$ cat src/rtl/set_job_dispatcher_if.sv
// Signal bundle for set_job_dispatcher: host command port, SET engine port and result port.
// fsm_state mirrors the dispatcher FSM (0=IDLE, 1=LAUNCH, 2=WAIT) for observation.
interface set_job_dispatcher_if #(
  parameter int DEPTH = 4,
  parameter int TAG_W = 4
);
  localparam int LVL_W = $clog2(DEPTH) + 1;

  // valid/ready: a transfer happens on a rising clk edge where valid and ready are both 1;
  // the source keeps its payload stable while valid=1 and ready=0.
  logic             cmd_valid;
  logic             cmd_ready;
  logic [23:0]      cmd_central;
  logic [11:0]      cmd_radius;
  logic [1:0]       cmd_mode;
  logic [LVL_W-1:0] fifo_level;
  logic             set_en;
  logic [23:0]      set_central;
  logic [11:0]      set_radius;
  logic [1:0]       set_mode;
  logic             set_valid;
  logic [7:0]       set_candidate;
  logic             res_valid;
  logic             res_ready;
  logic [7:0]       res_candidate;
  logic [TAG_W-1:0] res_tag;
  logic             res_err;
  logic [1:0]       fsm_state;

  modport slave (
    input  cmd_valid, cmd_central, cmd_radius, cmd_mode, set_valid, set_candidate, res_ready,
    output cmd_ready, fifo_level, set_en, set_central, set_radius, set_mode,
           res_valid, res_candidate, res_tag, res_err, fsm_state
  );

  modport master (
    output cmd_valid, cmd_central, cmd_radius, cmd_mode, set_valid, set_candidate, res_ready,
    input  cmd_ready, fifo_level, set_en, set_central, set_radius, set_mode,
           res_valid, res_candidate, res_tag, res_err, fsm_state
  );
endinterface

$ cat src/rtl/set_job_dispatcher.sv
// Queues host jobs, launches them one at a time into the SET candidate engine and
// returns each tagged count (or a timeout error) on a valid/ready result port.
module set_job_dispatcher #(
  parameter int DEPTH   = 4,
  parameter int TAG_W   = 4,
  parameter int TIMEOUT = 1023
) (
  input logic               clk,
  input logic               rst,
  set_job_dispatcher_if.slave bus
);
  localparam int PTR_W = $clog2(DEPTH);
  localparam int LVL_W = PTR_W + 1;
  localparam int ENT_W = 24 + 12 + 2 + TAG_W;

  typedef enum logic [1:0] {
    S_IDLE   = 2'd0,
    S_LAUNCH = 2'd1,
    S_WAIT   = 2'd2
  } state_t;

  state_t           state;
  logic [ENT_W-1:0] mem [DEPTH];
  logic [PTR_W-1:0] wr_ptr;
  logic [PTR_W-1:0] rd_ptr;
  logic [LVL_W-1:0] count;
  logic [TAG_W-1:0] tag;
  logic [TAG_W-1:0] job_tag;
  logic [15:0]      wd;

  logic             set_en_q;
  logic [23:0]      central_q;
  logic [11:0]      radius_q;
  logic [1:0]       mode_q;
  logic             res_valid_q;
  logic [7:0]       res_cand_q;
  logic [TAG_W-1:0] res_tag_q;
  logic             res_err_q;

  logic full;
  logic empty;
  logic push;
  logic slot_free;
  logic launch;

  assign full      = (count == LVL_W'(DEPTH));
  assign empty     = (count == '0);
  assign push      = bus.cmd_valid & ~full;
  assign slot_free = ~res_valid_q | bus.res_ready;
  assign launch    = (state == S_IDLE) & ~empty & slot_free;

  always_ff @(posedge clk) begin
    if (push) mem[wr_ptr] <= {bus.cmd_central, bus.cmd_radius, bus.cmd_mode, tag};
  end

  always_ff @(posedge clk) begin
    if (rst) begin
      state       <= S_IDLE;
      wr_ptr      <= '0;
      rd_ptr      <= '0;
      count       <= '0;
      tag         <= '0;
      job_tag     <= '0;
      wd          <= '0;
      set_en_q    <= 1'b0;
      central_q   <= '0;
      radius_q    <= '0;
      mode_q      <= '0;
      res_valid_q <= 1'b0;
      res_cand_q  <= '0;
      res_tag_q   <= '0;
      res_err_q   <= 1'b0;
    end else begin
      if (push) begin
        wr_ptr <= wr_ptr + PTR_W'(1);
        tag    <= tag + TAG_W'(1);
      end
      if (launch) rd_ptr <= rd_ptr + PTR_W'(1);
      count <= count + LVL_W'(push) - LVL_W'(launch);

      // A capture below overrides this clear when both land on the same edge.
      if (res_valid_q && bus.res_ready) res_valid_q <= 1'b0;

      case (state)
        S_IDLE: begin
          if (launch) begin
            {central_q, radius_q, mode_q, job_tag} <= mem[rd_ptr];
            wd       <= '0;
            set_en_q <= 1'b1;
            state    <= S_LAUNCH;
          end
        end
        // The watchdog already counts here, so it equals the number of WAIT cycles
        // elapsed and hits TIMEOUT on the TIMEOUT-th cycle spent in WAIT.
        S_LAUNCH: begin
          set_en_q <= 1'b0;
          wd       <= wd + 16'd1;
          state    <= S_WAIT;
        end
        S_WAIT: begin
          wd <= wd + 16'd1;
          if (bus.set_valid) begin
            res_cand_q  <= bus.set_candidate;
            res_tag_q   <= job_tag;
            res_err_q   <= 1'b0;
            res_valid_q <= 1'b1;
            state       <= S_IDLE;
          end else if (wd == 16'(TIMEOUT)) begin
            res_cand_q  <= '0;
            res_tag_q   <= job_tag;
            res_err_q   <= 1'b1;
            res_valid_q <= 1'b1;
            state       <= S_IDLE;
          end
        end
        default: state <= S_IDLE;
      endcase
    end
  end

  assign bus.cmd_ready     = ~full;
  assign bus.fifo_level    = count;
  assign bus.set_en        = set_en_q;
  assign bus.set_central   = central_q;
  assign bus.set_radius    = radius_q;
  assign bus.set_mode      = mode_q;
  assign bus.res_valid     = res_valid_q;
  assign bus.res_candidate = res_cand_q;
  assign bus.res_tag       = res_tag_q;
  assign bus.res_err       = res_err_q;
  assign bus.fsm_state     = state;
endmodule

$ cat src/flat_wrapper.sv
// flat-port wrapper written by rule: the top's interface ports become plain ports
module set_job_dispatcher_flat 
#(
  parameter int DEPTH   = 4,
  parameter int TAG_W   = 4,
  parameter int TIMEOUT = 1023
)
  (clk, rst, bus_cmd_valid, bus_cmd_central, bus_cmd_radius, bus_cmd_mode, bus_set_valid, bus_set_candidate, bus_res_ready, bus_cmd_ready, bus_fifo_level, bus_set_en, bus_set_central, bus_set_radius, bus_set_mode, bus_res_valid, bus_res_candidate, bus_res_tag, bus_res_err, bus_fsm_state);
  set_job_dispatcher_if #(.DEPTH(DEPTH), .TAG_W(TAG_W)) bus_i ();
  input logic clk;
  input logic rst;
  input wire logic [$bits(bus_i.cmd_valid)-1:0] bus_cmd_valid;
  input wire logic [$bits(bus_i.cmd_central)-1:0] bus_cmd_central;
  input wire logic [$bits(bus_i.cmd_radius)-1:0] bus_cmd_radius;
  input wire logic [$bits(bus_i.cmd_mode)-1:0] bus_cmd_mode;
  input wire logic [$bits(bus_i.set_valid)-1:0] bus_set_valid;
  input wire logic [$bits(bus_i.set_candidate)-1:0] bus_set_candidate;
  input wire logic [$bits(bus_i.res_ready)-1:0] bus_res_ready;
  output wire logic [$bits(bus_i.cmd_ready)-1:0] bus_cmd_ready;
  output wire logic [$bits(bus_i.fifo_level)-1:0] bus_fifo_level;
  output wire logic [$bits(bus_i.set_en)-1:0] bus_set_en;
  output wire logic [$bits(bus_i.set_central)-1:0] bus_set_central;
  output wire logic [$bits(bus_i.set_radius)-1:0] bus_set_radius;
  output wire logic [$bits(bus_i.set_mode)-1:0] bus_set_mode;
  output wire logic [$bits(bus_i.res_valid)-1:0] bus_res_valid;
  output wire logic [$bits(bus_i.res_candidate)-1:0] bus_res_candidate;
  output wire logic [$bits(bus_i.res_tag)-1:0] bus_res_tag;
  output wire logic [$bits(bus_i.res_err)-1:0] bus_res_err;
  output wire logic [$bits(bus_i.fsm_state)-1:0] bus_fsm_state;
  assign bus_i.cmd_valid = bus_cmd_valid;
  assign bus_i.cmd_central = bus_cmd_central;
  assign bus_i.cmd_radius = bus_cmd_radius;
  assign bus_i.cmd_mode = bus_cmd_mode;
  assign bus_i.set_valid = bus_set_valid;
  assign bus_i.set_candidate = bus_set_candidate;
  assign bus_i.res_ready = bus_res_ready;
  assign bus_cmd_ready = bus_i.cmd_ready;
  assign bus_fifo_level = bus_i.fifo_level;
  assign bus_set_en = bus_i.set_en;
  assign bus_set_central = bus_i.set_central;
  assign bus_set_radius = bus_i.set_radius;
  assign bus_set_mode = bus_i.set_mode;
  assign bus_res_valid = bus_i.res_valid;
  assign bus_res_candidate = bus_i.res_candidate;
  assign bus_res_tag = bus_i.res_tag;
  assign bus_res_err = bus_i.res_err;
  assign bus_fsm_state = bus_i.fsm_state;
  set_job_dispatcher #(.DEPTH(DEPTH), .TAG_W(TAG_W), .TIMEOUT(TIMEOUT)) u_core (.clk(clk), .rst(rst), .bus(bus_i));
endmodule
$ cat config.mk
export PLATFORM = sky130hd
export DESIGN_NAME = set_job_dispatcher_flat
export DESIGN_NICKNAME = d
export VERILOG_FILES = /design/src/rtl/set_job_dispatcher_if.sv /design/src/rtl/set_job_dispatcher.sv /design/src/flat_wrapper.sv
export SDC_FILE = /design/constraint.sdc
export NUM_CORES = 1
export LEC_CHECK = 0
export ABC_AREA = 1
export CORE_MARGIN = 8
export CORE_UTILIZATION = 40
export DETAILED_ROUTE_END_ITERATION = 6
export DONT_BUFFER_PORTS = 1
export GPL_ROUTABILITY_DRIVEN = 1
export PLACE_DENSITY_LB_ADDON = 0.3
export SKIP_LAST_GASP = 1
export SYNTH_ARGS = -nofsm -noshare
export SYNTH_HDL_FRONTEND = slang
export SYNTH_SLANG_ARGS = --single-unit
$ cat constraint.sdc
create_clock -name clk -period 6.1 [get_ports clk]
set_clock_uncertainty 0.1 [all_clocks]
set_input_delay 1.525 -clock clk [delete_from_list [all_inputs] [get_ports clk]]
set_output_delay 1.525 -clock clk [all_outputs]
set_load 0.05 [all_outputs]
==> impl_metrics.ini, run 1 <==
[clock_network]
clk_latency_ns = 0.52
cts_resized = 0
cts-root-buf = clkbuf_16
htreeDepth = 1
clkTransAtPathRegs_ns = 0.06
cts_hold_buf = 0
cts_buffers = 27
cts_setup_buffers = 0
cts_sinks = 254
clockBufferDepth = 3
cts_tree = built

[critical_path]
r2r-start = u_core.bus.fifo_level[1]$_SDFF_PP0_
rr_worst_depth = 5
crit_path_max_fanout = 27
cp.arrival_ns = 3.68
reg2reg_setup_slack_ns = 2.51
start_kind = flop
reg2reg_to = u_core.mem[2][33]$_DFFE_PP_
path_class = reg -> reg
crit_required_ns = 6.20
critPathCaptureType = flop

[logic_synthesis]
synth_warnings = 0
syn_area_um2 = 9770
yosys_register_bits = 254
syn_nets = 951
synth.distinct_cells = 32
syn_inst = 888
syn_avg_cell_area_um2 = 11.0
synth-seq-area-share_pct = 69.3

[floorplanning]
num_rows = 57
initial_core_util_pct = 40.4
dieWidth_um = 172
die_area_um2 = 29700
pin_count = 110
die_h_um = 172
core_um2 = 24200

[routing]
routed-via-count = 6161
final_antenna_net_count = 0
drc_errors = 0
drt_iter0_drc = 339
avgRoutedWirePerCell_um = 17.3
via_per_inst = 5.03
dr.pass1.iters = 6
wl_um = 21200

[place]
place.gp.congestion = 0.772
port_buffers = 0
hpwl_um = 12200

[global_route]
grt_pass1_wl_um = 33500
grt_max_degree = 86
grt_pass1_vias = 6014
antenna_found_initial = 0
gr-total-overflow = 0
grt.total_usage_pct = 14.2

[finish]
n_fill_cell = 2215
areaGrowthSynthToFinish_pct = 11.9
layout_common_cells = nor2_1, edfxtp_1, o21ai_0
layout.cells.most_common = nor2_1
antenna_cells = 0
layout.nets = 944
drive_above_1_share_pct = 7.88

[run]
maxCapViolCount = 0

[hold_path]
hp-class = reg -> reg
min_path_cells = 2
hp-start = u_core.job_tag[2]$_SDFFE_PP0P_
min_to = u_core.bus.res_tag[2]$_SDFFE_PP0P_

[sta]
final.period_utilization_pct = 58.8
hold_viol_final = 0
fmax_mhz = 279
rsz0062_at_grt = no
maxSlewViolCount = 0
finalSetupViolations = 0
relSlewSlack_pct = 37.0
period_needed_ns = 3.59
worst_slew_pin_slew_ns = 0.942
setup_tns_ns = 0

[outcome]
status = finished, final reports clean

[power]
fin_total_pwr_mw = 5.50
cellPowerDensity_nw_per_um2 = 503
peakVddDrop_v = 0.000419
cellLeakagePower_nw = 3.80
-- synth_stat cells --
master	instances	area [um^2]
nand4_1	5	31.3
a21oi_4	1	16.3
dfxtp_1	86	1720
o21ai_0	136	681
buf_2	20	100
nand2_4	3	33.8
o22ai_1	42	263
clkbuf_1	21	78.8
buf_6	1	11.3
o21ai_2	1	8.76
o21ai_1	1	5.00
ha_1	11	138
nor2_2	2	12.5
nand3_2	1	10.0
nor2_1	203	762
xnor2_1	2	17.5
buf_1	1	3.75
edfxtp_1	168	5040
nand2_1	68	255
buf_4	3	22.5
a21oi_2	1	8.76
fa_1	1	20.0
a21oi_1	31	155
nand2_2	1	6.26
clkinv_1	1	3.75
nand3b_1	4	30.0
inv_2	1	3.75
nor2_4	1	11.3
nand3_4	1	17.5
nor3_1	4	20.0
inv_1	46	173
nand3_1	20	100
-- worst max-delay path, stage by stage, from the launching register on --
cell	delay [ns]
dfxtp_1	0.70
inv_2	0.13
nand3_1	0.49
nand2_1	0.54
nor2_4	0.88
buf_4	0.41
-- layout make-up --
type                       instances  area [um^2]  share of cell area (%)
sequential                       254         6770                    61.9
multi-input combinational        540         2630                    24.1
clock buffer                      41          803                    7.35
tap                              324          405                    3.71
inverter                          48          180                    1.65
timing repair buffer              10         75.1                   0.687
clock inverter                     8         67.6                   0.618
-- registers in the layout (all words and copies together) (netlist names) --
register                  cells
u_core.bus.res_tag            4
u_core.bus.res_valid          1
u_core.rd_ptr                 2
u_core.bus.set_en             1
u_core.tag                    4
u_core.job_tag                4
u_core.bus.set_radius        12
u_core.bus.set_mode           2
u_core.mem                  168
u_core.bus.res_err            1
u_core.wd                    16
u_core.wr_ptr                 2
u_core.bus.res_candidate      8
u_core.bus.set_central       24
u_core.bus.fsm_state          2
u_core.bus.fifo_level         3
-- per-layer routing --
layer	global-route usage [%]	routed length [um]	up-vias
met4	3.45	330	0
met1	18.3	9420	2924
met2	23.1	9610	144
met5	0	0	-
li1	-	-	3063
met3	4.61	1830	30
-- worst max-delay path by stage --
stage | cells past startpoint | to | startpoint
final | 5 | u_core.mem[2][33]$_DFFE_PP_ | u_core.bus.fifo_level[1]$_SDFF_PP0_
after global routing | 5 | u_core.mem[2][33]$_DFFE_PP_ | u_core.bus.fifo_level[1]$_SDFF_PP0_
after CTS | 5 | u_core.mem[2][33]$_DFFE_PP_ | u_core.bus.fifo_level[1]$_SDFF_PP0_
after detailed placement | 11 | u_core.bus.fifo_level[2]$_SDFF_PP0_ | bus_res_ready
after global placement | 11 | u_core.bus.fifo_level[2]$_SDFF_PP0_ | bus_res_ready
after floorplan | 3 | u_core.mem[0][0]$_DFFE_PP_ | bus_cmd_valid
-- stage by stage --
step | worst slack, ns | util [%] | hold slack (ns) | area [um^2] | cells
global placement | 2.25 | 41.6 | 0.386 | 10100 | 1176
finish | 2.51 | 45.2 | 0.399 | 10900 | 1225
global route | 2.28 | 45.2 | 0.416 | 10900 | 1225
floorplan | 2.02 | - | 0.358 | 9770 | 888
CTS | 2.42 | 45.2 | 0.412 | 10900 | 1225
detailed placement | 2.24 | 41.6 | 0.399 | 10100 | 1176
-- power breakdown --
group / switching (mW) / internal [mW] / total (mW)
combinational: 0.934 / 0.360 / 1.29
clock: 0.640 / 0.947 / 1.59
sequential: 0.511 / 2.11 / 2.62
-- cell families after synthesis --
family | count (synthesis) | share of synthesized area, %
xor gates and xnor gates | 2 | 0.179
DFF | 254 | 69.3
and+or+nand+nor | 313 | 13.2
adders and majority gates | 12 | 1.61
buffers and inverters | 94 | 4.06
AOI/OAI and AO/OA | 213 | 11.6
(Power assumes the default switching activity.)
==> inputs of run 2 (changes only) <==
--- a/config.mk
+++ b/config.mk
@@ -5,7 +5,7 @@
 export SDC_FILE = /design/constraint.sdc
 export NUM_CORES = 1
 export LEC_CHECK = 0
-export ABC_AREA = 1
+export ABC_AREA = 0
 export CORE_MARGIN = 8
 export CORE_UTILIZATION = 40
 export DETAILED_ROUTE_END_ITERATION = 6
==> constraint.sdc (replaced) <==
create_clock -name clk -period 3.2 [get_ports clk]
set_clock_uncertainty 0.1 [all_clocks]
set_input_delay 0.8 -clock clk [delete_from_list [all_inputs] [get_ports clk]]
set_output_delay 0.8 -clock clk [all_outputs]
set_load 0.05 [all_outputs]
==> run 2 against run 1 <==
  * Wire length decreased by 7.0%
  * Clock power increased by 95%
  * Synthesized cell count decreased by 29%
  * Setup slack got worse by 2.0 ns
  * Cell count decreased by 20%
  * Clock-buffer cell count increased by 1
  * Non-clock buffer count increased by 9
  * Critical path type is now reg -> out
  * Highest routed layer unchanged
==> impl_metrics.ini, run 2 <==
[outcome]
status = finished, final reports clean

[routing]
drc_errors = 0
via_per_inst = 5.30
final_antenna_net_count = 0
drt_iter0_drc = 276
avgRoutedWirePerCell_um = 20.0
wl_um = 19700
dr.pass1.iters = 4
routed-via-count = 5224

[clock_network]
clockBufferDepth = 3
cts_sinks = 254
clkTransAtPathRegs_ns = 0.06
cts_resized = 0
cts_hold_buf = 0
cts_setup_buffers = 0
cts_buffers = 27
clk_latency_ns = 0.53
cts-root-buf = clkbuf_16
htreeDepth = 1
cts_tree = built

[floorplanning]
initial_core_util_pct = 40.9
pin_count = 110
core_um2 = 23500
dieWidth_um = 171
die_area_um2 = 29300
num_rows = 56
die_h_um = 171

[power]
intPower_mw = 6.83
cellLeakagePower_nw = 3.59
comb_power_share_pct = 20.8
clockPowerShare_pct = 29.6
p_seq_share_pct = 49.6
fin_total_pwr_mw = 10.5
power.share.switching_pct = 34.8
peakVddDrop_v = 0.000590
switching_power_mw = 3.64
cellPowerDensity_nw_per_um2 = 958

[global_route]
antenna_found_initial = 0
grt_max_degree = 62
grt_pass1_wl_um = 31100
grt_pass1_vias = 5530
grt.total_usage_pct = 13.5
gr-total-overflow = 0

[sta]
final.period_utilization_pct = 84.1
period_needed_ns = 2.69
worst_slew_pin_slew_ns = 0.768
maxSlewViolCount = 0
relSlewSlack_pct = 48.7
setup_tns_ns = 0
fmax_mhz = 372
finalSetupViolations = 0
hold_viol_final = 0
rsz0062_at_grt = no

[logic_synthesis]
synth.distinct_cells = 51
yosys.area.top_type = edfxtp_1
synth_ff_type = edfxtp_1
synth_warnings = 0
yosys.area_share.simple_pct = 8.40
yosys_register_bits = 254
synth-async-reset-ratio_pct = 0
synth_area_leaders = edfxtp_1, dfxtp_1, mux4_2
synth_top_family_by_area = multiplexers
synth-compound-area-share_pct = 6.13
syn_inst = 632
syn_avg_cell_area_um2 = 15.2
synth-seq-area-share_pct = 70.3
yosysTopAreaCellShare_pct = 52.4
syn_nets = 695
synthTopCellsByCount = edfxtp_1, nand2_1, dfxtp_1
yosysMostFrequentCell = edfxtp_1
synth_fa_ha_area_share_pct = 1.64
synth_edf_count = 168
syn_area_um2 = 9620
synthMuxAreaShare_pct = 10.7
synth_xor_area_share_pct = 0.728

[critical_path]
path_class = reg -> out
critPathCaptureType = output pin
rr_worst_depth = 8
r2r-start = u_core.bus.fifo_level[0]$_SDFF_PP0_
crit_path_max_fanout = 8
start_kind = flop
reg2reg_setup_slack_ns = 0.69
reg2reg_to = u_core.bus.fifo_level[2]$_SDFF_PP0_
crit_required_ns = 2.30
cp.arrival_ns = 1.79

[hold_path]
hp-class = in -> reg
min_to = u_core.bus.res_valid$_SDFF_PP0_
hp-start = rst
min_path_cells = 1

[finish]
largest_reg_flops = 168
layout.cells.most_common = edfxtp_1
antenna_cells = 0
final_core_util_pct = 46.4
areaGrowthSynthToFinish_pct = 13.7
layout.nets = 709
regMostFlops = u_core.mem
drive_above_1_share_pct = 18.1
layout_common_cells = edfxtp_1, nand2_1, dfxtp_1
n_fill_cell = 2106
finalNonFillerCells = 986

[place]
place.gp.congestion = 0.739
dp_cells = 936
port_buffers = 0
hpwl_um = 12400

[run]
maxCapViolCount = 0
==> run 2: cell count changes in the layout (fill, tap and decap cells not counted), sizes merged, moves of 10 or more <==
cell	previous run	this run
nor2	206	13
o21ai	138	7
mux4	0	42
o22ai	42	0
inv	47	14
nand2	72	102
a21oi	33	58
nand3	22	12
o31ai	0	10
==> run 2: worst max-delay path: stages, from the launching register on <==
cell and delay [ns]:
dfxtp_1 0.32, buf_4 0.20, or3b_1 0.51, buf_4 0.25
==> run 2: worst max-delay path by stage <==
stage	from	to	slack, ns	depth (start not counted)
4_1_cts	u_core.bus.fifo_level[0]$_SDFF_PP0_	bus_cmd_ready	0.49	3
6_report	u_core.bus.fifo_level[0]$_SDFF_PP0_	bus_cmd_ready	0.51	3
5_1_grt	u_core.bus.fifo_level[0]$_SDFF_PP0_	bus_cmd_ready	0.45	3
3_5_place_dp	bus_res_ready	u_core.bus.fifo_level[2]$_SDFF_PP0_	0.54	10
2_1_floorplan	u_core.bus.fifo_level[1]$_SDFF_PP0_	u_core.mem[0][0]$_DFFE_PP_	0.09	3
3_3_place_gp	bus_res_ready	u_core.bus.fifo_level[2]$_SDFF_PP0_	0.60	10
==> run 2: area by class of cell <==
cell class / count / area (um^2) / share of cell area, %
multi-input combinational: 332 / 2660 / 24.3
tap: 319 / 399 / 3.65
timing repair buffer: 19 / 155 / 1.42
clock buffer: 42 / 812 / 7.43
clock inverter: 8 / 96.3 / 0.881
sequential: 254 / 6770 / 61.9
inverter: 12 / 45.0 / 0.412
==> run 2: logic make-up (layout without fill, tap and decap cells) <==
kind of cell               Yosys count  in the layout
DFF                                254            254
and+or+nand+nor                    171            171
AOI/OAI and AO/OA                   91             91
muxes                               50             50
buffers and inverters               46             81
adders and majority gates           12             12
xor gates and xnor gates             8              8
==> run 2: power groups by stage <==
stage	Combinational (mW)	Clock, mW	Sequential [mW]
global placement	2.17	0	5.27
floorplan	1.69	0	5.17
CTS	2.22	3.18	5.23
detailed placement	2.21	0	5.29
global route	2.42	3.32	5.28
finish	2.18	3.10	5.20
==> run 2: metrics by stage <==
| step | hold WS [ns] | area [um^2] | setup WS, ns |
|---|---|---|---|
| floorplan | 0.337 | 9620 | 0.0867 |
| global placement | 0.341 | 10000 | 0.600 |
| detailed placement | 0.341 | 10000 | 0.541 |
| CTS | 0.223 | 10900 | 0.489 |
| global route | 0.215 | 10900 | 0.451 |
| finish | 0.263 | 10900 | 0.510 |
==> run 2: routing by layer <==
layer / vias to the layer above / global-route usage, % / routed length (um)
li1: 2423 / - / -
met1: 2647 / 15.5 / 7900
met2: 126 / 24.2 / 9970
met3: 28 / 4.06 / 1450
met4: 0 / 3.74 / 367
met5: - / 0 / 0
==> inputs of run 3 (changes only) <==
==> constraint.sdc (replaced) <==
create_clock -name clk -period 2.2 [get_ports clk]
set_clock_uncertainty 0.1 [all_clocks]
set_input_delay 0.55 -clock clk [delete_from_list [all_inputs] [get_ports clk]]
set_output_delay 0.55 -clock clk [all_outputs]
set_load 0.05 [all_outputs]
==> run 3 against run 2 <==
  * Clock-buffer cell count shrank 9
  * Setup slack worse by 0.50 ns
  * Critical path depth up 7
  * Flip-flop and latch count unchanged
  * Combinational power grew 69%
  * Cell area increased by 4.3%
  * Largest power group unchanged
  * Die area unchanged
  * Utilization rose by 2.0 points
  * Sequential power grew 43%
  * Wire length up 7.0%
  * Cell count rose by 3.7%
==> impl_metrics.ini, run 3 (same netlist as run 2, synthesis figures left out) <==
[outcome]
status = finished, final reports clean

[finish]
n_fill_cell = 2067
multi_input_area_um2 = 2700
seq_area_um2 = 6790
final_core_util_pct = 48.5
drive_above_1_share_pct = 20.1
layout_common_cells = edfxtp_1, nand2_1, dfxtp_1
largest_reg_flops = 168
areaGrowthSynthToFinish_pct = 18.6
antenna_cells = 0
layout.cells.most_common = edfxtp_1
layout.nets = 746
regMostFlops = u_core.mem

[sta]
period_needed_ns = 2.19
final.period_utilization_pct = 99.4
rsz0062_at_grt = yes
hold_viol_final = 0
fmax_mhz = 457
worst_slew_pin_slew_ns = 0.689
relSlewSlack_pct = 53.6
finalSetupViolations = 0
maxSlewViolCount = 0

[critical_path]
cp_slowest_cell = or3_4
crit_chain = or3_4 > nand3_4 > inv_4 > ha_4 > inv_2 > ha_4 > fa_2 > xnor2_2 > xnor2_1 > nor2_1
start_kind = flop
crit_path_max_fanout = 2
critPathCaptureType = flop
cpMostUsedCell = ha_4
slowest_delay_ns = 0.40
cp.arrival_ns = 2.48
crit_required_ns = 2.49
path_class = reg -> reg
reg2reg_setup_slack_ns = 0.01

[clock_network]
htreeDepth = 1
cts_tree = built
clkTransAtPathRegs_ns = 0.06
clockBufferDepth = 3
cts-root-buf = clkbuf_16
cts_buffers = 26
clk_latency_ns = 0.52
cts_sinks = 254

[place]
port_buffers = 0
place.gp.congestion = 0.739
hpwl_um = 12000

[routing]
drc_errors = 0
routed-via-count = 5455
wl_um = 21100
dr.pass1.iters = 4
drt_iter0_drc = 268
final_antenna_net_count = 0
avgRoutedWirePerCell_um = 20.6
via_per_inst = 5.34

[global_route]
gr-total-overflow = 0
grt_max_degree = 45
grt_pass1_wl_um = 32400
grt.total_usage_pct = 14.3
antenna_found_initial = 0
grt_pass1_vias = 5727

[run]
maxCapViolCount = 0

[floorplanning]
core_um2 = 23500
num_rows = 56
die_area_um2 = 29300
initial_core_util_pct = 40.9
dieWidth_um = 171
die_h_um = 171
pin_count = 110

[power]
cellPowerDensity_nw_per_um2 = 1350
peakVddDrop_v = 0.000927
fin_total_pwr_mw = 15.4
cellLeakagePower_nw = 3.75

[hold_path]
hp-class = in -> reg
run 3: area by class of cell:
class                      instances  share of cell area, %
clock buffer                      33                   6.38
clock inverter                    15                   1.12
inverter                          12                  0.417
multi-input combinational        332                   23.7
sequential                       254                   59.5
tap                              319                   3.50
timing repair buffer              57                   5.39
run 3: power breakdown:
part	internal, mW	switching [mW]	total, mW
registers	5.92	1.52	7.44
logic	1.48	2.20	3.68
clock network	2.57	1.76	4.32
run 3: routing by layer:
layer	wire length, um	vias up	track usage, %
li1	-	2504	-
met1	8630	2756	17.0
met2	10400	157	24.9
met3	1520	38	4.01
met4	494	0	3.74
met5	0	-	0
run 3: through the flow:
stage / cell area, um^2 / hold slack (ns) / setup TNS (ns) / worst slack, ns / std cells
2_1_floorplan: 9700 / 0.337 / -0.473 / -0.309 / 632
3_3_place_gp: 10200 / 0.346 / -0.0872 / -0.0872 / 942
3_5_place_dp: 10200 / 0.348 / -0.0761 / -0.0761 / 942
4_1_cts: 11400 / 0.0000739 / -0.00389 / -0.00389 / 1019
5_1_grt: 11400 / 0.000187 / -0.0733 / -0.0521 / 1022
6_report: 11400 / 0.0233 / 0 / 0.0137 / 1022
run 3: repair_timing:
| item | CTS | global route |
|---|---|---|
| hold buffers | 29 | 3 |
| endpoints found under the hold margin | 99 | 4 |
| buffers inserted | 0 | 0 |
| setup endpoints to repair | 2 | 2 |
| pin swaps | 5 | 0 |
| resized for setup | 4 | 0 |
run 3: worst paths after layout:
path | end | from | cells past startpoint
max reg2reg | u_core.bus.fifo_level[2]$_SDFF_PP0_ | u_core.bus.fifo_level[0]$_SDFF_PP0_ | 10
max | u_core.bus.fifo_level[2]$_SDFF_PP0_ | u_core.bus.fifo_level[0]$_SDFF_PP0_ | 10
min | u_core.mem[1][32]$_DFFE_PP_ | bus_cmd_central[14] | 0
min reg2reg | u_core.job_tag[0]$_SDFFE_PP0P_ | u_core.job_tag[0]$_SDFFE_PP0P_ | 2
run 3: worst max-delay path, delay by kind of cell, from the launching register on:
kind	cells	cell delay, ns
fa+ha+maj	3	0.74
xor+xnor	2	0.27
simple gates	3	0.53
buf+inv	2	0.08
flops	1	0.34
